**src/rtl/alu_lane_pkg.sv**
```systemverilog
// alu_lane_pkg: opcode encodings and opcode width shared by the ALU lane array
package alu_lane_pkg;
  localparam int OPW = 3;
  typedef logic [OPW-1:0] op_t;
  localparam op_t OP_ADD   = 3'd0;
  localparam op_t OP_SUB   = 3'd1;
  localparam op_t OP_AND   = 3'd2;
  localparam op_t OP_OR    = 3'd3;
  localparam op_t OP_XOR   = 3'd4;
  localparam op_t OP_ACC   = 3'd5;
  localparam op_t OP_SHL   = 3'd6;
  localparam op_t OP_RDACC = 3'd7;
endpackage

```
**src/rtl/alu_lane_array_if.sv**
```systemverilog
// alu_lane_array_if: valid/ready beat bus (in_valid/in_ready/in_a/in_b/in_op/acc_clear in, out_valid/out_ready/out_result/out_carry/out_zero/out_ovf out); slave = ALU side
interface alu_lane_array_if #(parameter int LANES = 2, parameter int WIDTH = 4) ();
  logic                              in_valid;
  logic                              in_ready;
  logic [LANES*WIDTH-1:0]            in_a;
  logic [LANES*WIDTH-1:0]            in_b;
  logic [LANES*alu_lane_pkg::OPW-1:0] in_op;
  logic                              acc_clear;
  logic                              out_valid;
  logic                              out_ready;
  logic [LANES*WIDTH-1:0]            out_result;
  logic [LANES-1:0]                  out_carry;
  logic [LANES-1:0]                  out_zero;
  logic [LANES-1:0]                  out_ovf;
  modport master (
    output in_valid, in_a, in_b, in_op, acc_clear, out_ready,
    input  in_ready, out_valid, out_result, out_carry, out_zero, out_ovf
  );
  modport slave (
    input  in_valid, in_a, in_b, in_op, acc_clear, out_ready,
    output in_ready, out_valid, out_result, out_carry, out_zero, out_ovf
  );
endinterface

```
**src/rtl/alu_lane.sv**
```systemverilog
// alu_lane: one ALU lane (ports clock/resetb, i_load/i_clear/i_a/i_b/i_op in, o_result/o_carry/o_zero/o_ovf out), combinational compute plus owned accumulator
module alu_lane
  import alu_lane_pkg::*;
#(
  parameter int WIDTH  = 4,
  parameter int ACC_EN = 1
) (
  input  logic             clock,
  input  logic             resetb,
  input  logic             i_load,
  input  logic             i_clear,
  input  logic [WIDTH-1:0] i_a,
  input  logic [WIDTH-1:0] i_b,
  input  op_t              i_op,
  output logic [WIDTH-1:0] o_result,
  output logic             o_carry,
  output logic             o_zero,
  output logic             o_ovf
);
  localparam int SW = $clog2(WIDTH);
  localparam int M  = WIDTH - 1;
  logic [WIDTH-1:0] r_acc;
  logic [WIDTH-1:0] w_base, w_x, w_y;
  logic [WIDTH:0]   w_sum, w_dif;
  logic             w_acc_op, w_acc_off, w_add_v, w_sub_v;
  assign w_acc_op  = i_op == OP_ACC;
  assign w_acc_off = (ACC_EN == 0) & (w_acc_op | (i_op == OP_RDACC));
  assign w_base    = i_clear ? '0 : r_acc;
  assign w_x       = w_acc_op ? w_base : i_a;
  assign w_y       = w_acc_op ? i_a : i_b;
  assign w_sum     = {1'b0, w_x} + {1'b0, w_y};
  assign w_dif     = {1'b0, i_a} - {1'b0, i_b};
  assign w_add_v   = (w_x[M] == w_y[M]) & (w_sum[M] != w_x[M]);
  assign w_sub_v   = (i_a[M] != i_b[M]) & (w_dif[M] != i_a[M]);
  always_comb begin
    o_result = '0;
    o_carry  = 1'b0;
    o_ovf    = 1'b0;
    case (i_op)
      OP_ADD:   begin o_result = w_sum[M:0]; o_carry = w_sum[WIDTH]; o_ovf = w_add_v; end
      OP_SUB:   begin o_result = w_dif[M:0]; o_carry = w_dif[WIDTH]; o_ovf = w_sub_v; end
      OP_AND:   o_result = i_a & i_b;
      OP_OR:    o_result = i_a | i_b;
      OP_XOR:   o_result = i_a ^ i_b;
      OP_ACC:   if (ACC_EN != 0) begin o_result = w_sum[M:0]; o_carry = w_sum[WIDTH]; o_ovf = w_add_v; end
      OP_SHL:   o_result = i_a << i_b[SW-1:0];
      OP_RDACC: if (ACC_EN != 0) o_result = r_acc;
      default:  ;
    endcase
    o_zero = ~w_acc_off & (o_result == '0);
  end
  if (ACC_EN != 0) begin : g_acc
    always_ff @(posedge clock)
      if (!resetb) r_acc <= '0;
      else if (i_load & w_acc_op) r_acc <= w_sum[M:0];
      else if (i_clear) r_acc <= '0;
  end else begin : g_noacc
    assign r_acc = '0;
  end
endmodule

```
**src/rtl/alu_lane_array.sv**
```systemverilog
// alu_lane_array: LANES x WIDTH-bit ALU lanes behind a two-stage valid/ready pipeline (ports clock, resetb, bus = alu_lane_array_if.slave)
module alu_lane_array
  import alu_lane_pkg::*;
#(
  parameter int LANES  = 2,
  parameter int WIDTH  = 4,
  parameter int ACC_EN = 1
) (
  input logic             clock,
  input logic             resetb,
  alu_lane_array_if.slave bus
);
  logic                   r_s1_valid, r_s2_valid;
  logic [LANES*WIDTH-1:0] r_s1_a, r_s1_b, r_result, w_result;
  logic [LANES*OPW-1:0]   r_s1_op;
  logic [LANES-1:0]       r_carry, r_zero, r_ovf, w_carry, w_zero, w_ovf;
  logic                   w_adv, w_in_ready;
  assign w_adv          = r_s1_valid & (~r_s2_valid | bus.out_ready);
  assign w_in_ready     = ~r_s1_valid | w_adv;
  assign bus.in_ready   = w_in_ready;
  assign bus.out_valid  = r_s2_valid;
  assign bus.out_result = r_result;
  assign bus.out_carry  = r_carry;
  assign bus.out_zero   = r_zero;
  assign bus.out_ovf    = r_ovf;
  always_ff @(posedge clock)
    if (!resetb) begin
      r_s1_valid <= 1'b0;
      r_s2_valid <= 1'b0;
      r_result   <= '0;
      r_carry    <= '0;
      r_zero     <= '0;
      r_ovf      <= '0;
    end else begin
      if (w_in_ready) r_s1_valid <= bus.in_valid;
      if (~r_s2_valid | bus.out_ready) r_s2_valid <= r_s1_valid;
      if (w_adv) begin
        r_result <= w_result;
        r_carry  <= w_carry;
        r_zero   <= w_zero;
        r_ovf    <= w_ovf;
      end
    end
  always_ff @(posedge clock)
    if (bus.in_valid & w_in_ready) begin
      r_s1_a  <= bus.in_a;
      r_s1_b  <= bus.in_b;
      r_s1_op <= bus.in_op;
    end
  for (genvar k = 0; k < LANES; k++) begin : g_lane
    alu_lane #(.WIDTH(WIDTH), .ACC_EN(ACC_EN)) u_lane (
      .clock    (clock),
      .resetb   (resetb),
      .i_load   (w_adv),
      .i_clear  (bus.acc_clear),
      .i_a      (r_s1_a[k*WIDTH +: WIDTH]),
      .i_b      (r_s1_b[k*WIDTH +: WIDTH]),
      .i_op     (r_s1_op[k*OPW +: OPW]),
      .o_result (w_result[k*WIDTH +: WIDTH]),
      .o_carry  (w_carry[k]),
      .o_zero   (w_zero[k]),
      .o_ovf    (w_ovf[k])
    );
  end
endmodule
```
**src/flat_wrapper.sv**
```systemverilog
// flat-port wrapper written by rule: the top's interface ports become plain ports
module alu_lane_array_flat import alu_lane_pkg::*;
#(
  parameter int LANES  = 2,
  parameter int WIDTH  = 4,
  parameter int ACC_EN = 1
)
  (clock, resetb, bus_in_valid, bus_in_a, bus_in_b, bus_in_op, bus_acc_clear, bus_out_ready, bus_in_ready, bus_out_valid, bus_out_result, bus_out_carry, bus_out_zero, bus_out_ovf);
  alu_lane_array_if #(.LANES(LANES), .WIDTH(WIDTH)) bus_i ();
  input logic clock;
  input logic resetb;
  input wire logic [$bits(bus_i.in_valid)-1:0] bus_in_valid;
  input wire logic [$bits(bus_i.in_a)-1:0] bus_in_a;
  input wire logic [$bits(bus_i.in_b)-1:0] bus_in_b;
  input wire logic [$bits(bus_i.in_op)-1:0] bus_in_op;
  input wire logic [$bits(bus_i.acc_clear)-1:0] bus_acc_clear;
  input wire logic [$bits(bus_i.out_ready)-1:0] bus_out_ready;
  output wire logic [$bits(bus_i.in_ready)-1:0] bus_in_ready;
  output wire logic [$bits(bus_i.out_valid)-1:0] bus_out_valid;
  output wire logic [$bits(bus_i.out_result)-1:0] bus_out_result;
  output wire logic [$bits(bus_i.out_carry)-1:0] bus_out_carry;
  output wire logic [$bits(bus_i.out_zero)-1:0] bus_out_zero;
  output wire logic [$bits(bus_i.out_ovf)-1:0] bus_out_ovf;
  assign bus_i.in_valid = bus_in_valid;
  assign bus_i.in_a = bus_in_a;
  assign bus_i.in_b = bus_in_b;
  assign bus_i.in_op = bus_in_op;
  assign bus_i.acc_clear = bus_acc_clear;
  assign bus_i.out_ready = bus_out_ready;
  assign bus_in_ready = bus_i.in_ready;
  assign bus_out_valid = bus_i.out_valid;
  assign bus_out_result = bus_i.out_result;
  assign bus_out_carry = bus_i.out_carry;
  assign bus_out_zero = bus_i.out_zero;
  assign bus_out_ovf = bus_i.out_ovf;
  alu_lane_array #(.LANES(LANES), .WIDTH(WIDTH), .ACC_EN(ACC_EN)) u_core (.clock(clock), .resetb(resetb), .bus(bus_i));
endmodule
```
**config.mk**
```make
export PLATFORM = sky130hd
export DESIGN_NAME = alu_lane_array_flat
export DESIGN_NICKNAME = d
export VERILOG_FILES = /design/src/rtl/alu_lane_pkg.sv /design/src/rtl/alu_lane_array_if.sv /design/src/rtl/alu_lane.sv /design/src/rtl/alu_lane_array.sv /design/src/flat_wrapper.sv
export SDC_FILE = /design/constraint.sdc
export NUM_CORES = 1
export LEC_CHECK = 0
export BUFFER_PORTS_ARGS = -buffer_cell sky130_fd_sc_hd__clkbuf_2
export CORE_ASPECT_RATIO = 1.4
export CORE_MARGIN = 8
export CORE_UTILIZATION = 50
export CTS_CLUSTER_SIZE = 10
export DETAILED_ROUTE_END_ITERATION = 7
export PLACE_DENSITY = 0.81
export SLEW_MARGIN = 20
export SYNTH_ARGS = -nofsm -noshare
export SYNTH_HDL_FRONTEND = slang
export SYNTH_SLANG_ARGS = --single-unit
```
**constraint.sdc**
```tcl
create_clock -name clock -period 5.6 [get_ports clock]
set_input_delay 0.28 -clock clock [delete_from_list [all_inputs] [get_ports clock]]
set_output_delay 0.28 -clock clock [all_outputs]
set_load 0.02 [all_outputs]
```
==> results of run 1 <==
-- cells by family after synthesis --
kind of cell,count (synthesis)
compound gates,90
xor+xnor,11
fa+ha+maj,38
buf+inv,48
flops,46
mux,16
simple gates,119
-- Yosys cell counts, types with 2 or more instances --
library cell and instances:
a21boi_0 5, a21o_1 6, a21oi_1 13, a311oi_1 3, a31oi_1 2, a32oi_1 3, and2_1 13, and3_1 2
and3b_1 3, and4_1 2, buf_2 8, clkbuf_1 12, dfxtp_1 24, edfxtp_1 22, fa_1 4, ha_1 34
inv_1 28, mux2_2 5, mux2i_1 9, nand2_1 31, nand2b_1 19, nand3_1 6, nand3b_1 2, nand4_1 2
nor2_1 10, nor2b_1 9, nor3_1 10, o2111ai_1 2, o211a_1 4, o211ai_1 2, o21a_1 2, o21ai_0 24
o221ai_1 2, o311a_1 2, o311ai_0 3, o31ai_1 5, o32ai_1 2, or2_2 3, or4bb_1 3, xnor2_1 4
xor2_1 7
-- worst paths after layout --
path | start | slack, ns | end
worst max-delay path | u_core.r_s1_op[3]$_DFFE_PP_ | 2.26 | u_core.bus.out_zero[1]$_SDFFE_PN0P_
worst min-delay path | bus_in_a[3] | 0.15 | u_core.r_s1_a[3]$_DFFE_PP_
worst max register to register | u_core.r_s1_op[3]$_DFFE_PP_ | 2.26 | u_core.bus.out_zero[1]$_SDFFE_PN0P_
worst min register to register | u_core.bus.out_result[6]$_SDFFE_PN0P_ | 0.47 | u_core.bus.out_result[6]$_SDFFE_PN0P_
-- routing by layer --
| layer | global-route usage [%] | vias up | wire [µm] |
|---|---|---|---|
| met2 | 31.1 | 116 | 4210 |
| met5 | 0 | - | 0 |
| li1 | - | 1376 | - |
| met3 | 3.17 | 31 | 427 |
| met1 | 16.8 | 1306 | 3060 |
| met4 | 11.2 | 0 | 435 |
-- through the flow --
step / area, µm² / util (%) / instances / setup WS, ns
6_report: 3770 / 57.1 / 490 / 2.26
5_1_grt: 3770 / 57.1 / 490 / 1.92
4_1_cts: 3770 / 57.0 / 490 / 2.27
3_5_place_dp: 3660 / 55.4 / 482 / 2.29
3_3_place_gp: 3660 / 55.4 / 482 / 2.40
2_1_floorplan: 3420 / - / 368 / 3.02
-- cell type report --
cell class / count / share of cell area (%)
clock buffer: 6 / 2.49
sequential: 46 / 30.2
inverter: 28 / 2.79
multi-input combinational: 274 / 55.5
clock inverter: 2 / 0.365
timing repair buffer: 42 / 5.57
tap: 92 / 3.05
-- flip-flops by register name (all words and copies together), names as in the netlist --
| name | flops |
|---|---|
| u_core.r_s1_a | 8 |
| u_core.r_s1_op | 6 |
| u_core.bus.out_zero | 2 |
| u_core.bus.out_valid | 1 |
| u_core.r_s1_b | 8 |
| u_core.g_lane.u_lane.r_acc | 8 |
| u_core.bus.out_result | 8 |
| u_core.r_s1_valid | 1 |
| u_core.bus.out_carry | 2 |
| u_core.bus.out_ovf | 2 |
-- where the power goes --
| part | internal [mW] | switching (mW) |
|---|---|---|
| logic | 0.0800 | 0.104 |
| clock network | 0.116 | 0.121 |
| registers | 0.371 | 0.0284 |
==> flow_metrics.py, run 1 <==
metrics = {
    "power": {
        "p_leak_nw": 1.74,
        "finalPower_mw": 0.821,
        "peakVddDrop_mv": 0.153,
        "pwr_density_cell_mw_per_mm2": 218,
    },
    "grt": {
        "grt_pass1_vias": 2858,
        "track_usage_pct": 16.9,
        "grt_max_degree": 27,
        "antenna_found_initial": 0,
        "overflow": 0,
        "grt_first_pass_wirelength_um": 13300,
    },
    "floorplanning": {
        "chipWidth_um": 85.9,
        "io_pins": 43,
        "core_mm2": 0.00661,
        "start_util_pct": 51.8,
        "die_h_um": 114,
        "die_area_mm2": 0.00979,
        "num_rows": 35,
    },
    "yosys": {
        "synth_top_cell_by_area": "edfxtp_1",
        "ys_seq_area_share_pct": 33.3,
        "ys.flop_type": "dfxtp_1",
        "synth_cell_type_count": 57,
        "synthTopCellsByArea": "edfxtp_1 19%, dfxtp_1 14%, ha_1 12%",
        "yosysTopAreaCellShare_pct": 19.3,
        "avgSynthCellArea_um2": 9.31,
        "ys_warn_count": 0,
        "synth.area.mux_share_pct": 5.70,
        "syn_inst": 368,
        "synth_edf_count": 22,
        "synth-adder-area-share_pct": 14.8,
        "synth-seq-cells": 46,
        "synth_xor_area_share_pct": 2.81,
        "synth_area_mm2": 0.00342,
        "synth-simple-area-share_pct": 19.3,
        "synth_compound_area_share_pct": 18.6,
        "synth_top_family_by_area": "simple AND/OR/NAND/NOR gates",
        "synthArstFlopShare_pct": 0,
        "synth_nets": 433,
    },
    "clock_tree": {
        "path_clk_slew_ns": 0.10,
        "cts.sinks": 46,
        "cts-buffers-inserted": 5,
        "cts_resized": 0,
        "cts.htree.levels": 2,
        "clockBufferDepth": 2,
        "postCtsSetupBuffers": 0,
        "clk_latency_ns": 0.31,
        "tritoncts": "yes",
        "root_buffer": "clkbuf_8",
        "holdBufCountCts": 0,
    },
    "layout": {
        "fin_nets": 462,
        "fillCellCount": 584,
        "multi_input_area_mm2": 0.00209,
        "ff_latch_area_mm2": 0.00114,
        "most-common-layout-cells": "42 x clkbuf_2, 34 x ha_1, 31 x nand2_1",
        "diodes": 0,
        "syn_to_final_growth_pct": 10.2,
        "drive_gt1_share_pct": 15.8,
        "mostFrequentLayoutCell": "clkbuf_2",
    },
    "critical_path": {
        "slowest_delay_ns": 0.79,
        "critPathKind": "reg2reg",
        "worst_ep_arrival_time_ns": 3.56,
        "critPathLaunchType": "flip-flop",
        "crit_chain": "nand3b_1, o21ai_0, ha_1, fa_1, inv_1, o32ai_1, o32ai_1, nand4_1, o31ai_1",
        "cp_max_fo": 24,
        "cp.required_ns": 5.82,
        "cp_top_family": "compound AO/OA/AOI/OAI gates",
        "crit_buf_inv": 1,
        "cp-end-kind": "flip-flop",
        "crit_cells": 9,
        "slowest_stage": "edfxtp_1",
        "rr_worst_depth": 9,
        "crit_top_cell": "o32ai_1",
    },
    "place": {
        "dpl.hpwl_um": 6290,
        "gp_congestion": 0.931,
        "portBuffers": 42,
    },
    "detailed_routing": {
        "ant_nets": 0,
        "wl_per_cell_um": 16.6,
        "drtIter0Drc": 119,
        "dr_total_vias": 2829,
        "drc": 0,
        "via_per_inst": 5.77,
        "drt-total-wl_um": 8130,
        "firstDrtPassIters": 5,
    },
    "sta": {
        "worst_pin_slew_ns": 0.711,
        "slew_headroom_pct": 52.6,
        "fmax_mhz": 299,
        "period_share_pct": 59.6,
        "timing.hold.ws_ns": 0.146,
        "min_period_ns": 3.34,
        "rsz0062_at_grt": "no",
        "maxSlewViolCount": 0,
        "hold_violations": 0,
        "setup_viol": 0,
        "tns_ns": 0,
        "skew_ns": 0.0109,
    },
    "min_path": {
        "hold_path.class": "in2reg",
        "whs_path_depth": 1,
    },
    "run_status": {
        "status": "completed",
    },
    "flow_run": {
        "cap_violations": 0,
    },
}
(Power assumes the default switching activity.)
==> inputs of run 2 (changes only) <==
Clock period 5.6 ns to 3.5 ns, I/O delays scaled along.
==> flow_metrics.py, run 2 (synthesis results as in run 1) <==
metrics = {
    "sta": {
        "fmax_mhz": 345,
        "slew_headroom_pct": 31.0,
        "tns_ns": 0,
        "min_period_ns": 2.90,
        "hold_violations": 0,
        "setup_viol": 0,
        "worst_pin_slew_ns": 1.04,
        "timing.final.ws_setup_ns": 0.605,
        "skew_ns": 0.0130,
        "period_share_pct": 82.7,
        "maxSlewViolCount": 0,
        "timing.hold.ws_ns": 0.0367,
        "rsz0062_at_grt": "no",
    },
    "floorplanning": {
        "die_area_mm2": 0.00979,
        "die_h_um": 114,
        "num_rows": 35,
        "chipWidth_um": 85.9,
        "core_mm2": 0.00661,
        "io_pins": 43,
        "start_util_pct": 51.8,
    },
    "layout": {
        "fillCellCount": 604,
        "drive_gt1_share_pct": 16.8,
        "diodes": 0,
        "most-common-layout-cells": "42 x clkbuf_2, 34 x ha_1, 31 x nand2_1",
        "mostFrequentLayoutCell": "clkbuf_2",
        "syn_to_final_growth_pct": 11.0,
        "fin_nets": 468,
        "fin_util_pct": 57.5,
    },
    "clock_tree": {
        "cts_resized": 0,
        "clockBufferDepth": 2,
        "root_buffer": "clkbuf_8",
        "tritoncts": "yes",
        "cts.sinks": 46,
        "postCtsSetupBuffers": 0,
        "cts.htree.levels": 2,
        "path_clk_slew_ns": 0.10,
        "holdBufCountCts": 0,
        "clk_latency_ns": 0.31,
        "cts-buffers-inserted": 5,
    },
    "power": {
        "peakVddDrop_mv": 0.205,
        "p_leak_nw": 1.76,
        "pwr_density_cell_mw_per_mm2": 335,
        "finalPower_mw": 1.27,
    },
    "critical_path": {
        "cp-end-kind": "flip-flop",
        "cp.required_ns": 3.71,
        "ff2ff_setup_slack_ns": 0.60,
        "critPathKind": "reg2reg",
        "worst_ep_arrival_time_ns": 3.11,
        "cp_max_fo": 16,
        "critPathLaunchType": "flip-flop",
    },
    "grt": {
        "grt_max_degree": 27,
        "overflow": 0,
        "antenna_found_initial": 0,
        "grt_pass1_vias": 2956,
        "track_usage_pct": 17.6,
        "grt_first_pass_wirelength_um": 13800,
    },
    "place": {
        "pre_cts_ws_ns": 0.615,
        "gp_congestion": 0.961,
        "portBuffers": 42,
        "dpl.hpwl_um": 6300,
    },
    "run_status": {
        "status": "completed",
    },
    "detailed_routing": {
        "firstDrtPassIters": 5,
        "drtIter0Drc": 179,
        "dr_total_vias": 2864,
        "ant_nets": 0,
        "wl_per_cell_um": 16.5,
        "via_per_inst": 5.77,
        "drt-total-wl_um": 8180,
        "drc": 0,
    },
    "min_path": {
        "hold_path.class": "in2reg",
    },
    "flow_run": {
        "cap_violations": 0,
    },
}
[run 2: worst paths after layout]
path	endpoint	start	depth (start not counted)
setup / recovery	u_core.bus.out_result[7]$_SDFFE_PN0P_	u_core.r_s1_op[4]$_DFFE_PP_	8
hold / removal	u_core.r_s1_a[7]$_DFFE_PP_	bus_in_a[7]	1
setup reg to reg	u_core.bus.out_result[7]$_SDFFE_PN0P_	u_core.r_s1_op[4]$_DFFE_PP_	8
hold reg to reg	u_core.bus.out_carry[0]$_SDFFE_PN0P_	u_core.bus.out_carry[0]$_SDFFE_PN0P_	2
[run 2: worst max-delay path: stages, from the launching register on]
cell      delay, ns
edfxtp_1       0.38
nand3b_1       0.48
o21ai_0        0.54
ha_1           0.31
a21o_1         0.15
a21oi_1        0.28
xnor2_1        0.13
a211o_1        0.33
o211a_1        0.20
[run 2: final cells by class]
class	count	area [µm²]	area share (%)
Clock buffer	5	68.8	1.81
Clock inverter	3	21.3	0.560
Inverter	28	105	2.77
Multi-Input combinational cell	274	2090	55.1
Sequential cell	46	1140	30.0
Tap cell	92	115	3.03
Timing Repair Buffer	48	255	6.72
[run 2: metal layers]
layer  part of all wire (%)  global-route usage [%]
met1                     37                    17.7
met2                     54                    32.9
met3                    4.5                    2.66
met4                    4.1                    10.2
met5                      0                       0
[run 2: power by group]
group	switching [mW]	leakage, nW	internal, mW
clock	0.192	0.0494	0.144
sequential	0.0273	0.410	0.593
combinational	0.184	1.30	0.132
[run 2: metrics by stage]
step	std cells	cell area, µm²
2_1_floorplan	368	3420
3_3_place_gp	488	3710
3_5_place_dp	488	3710
4_1_cts	496	3800
5_1_grt	496	3800
6_report	496	3800
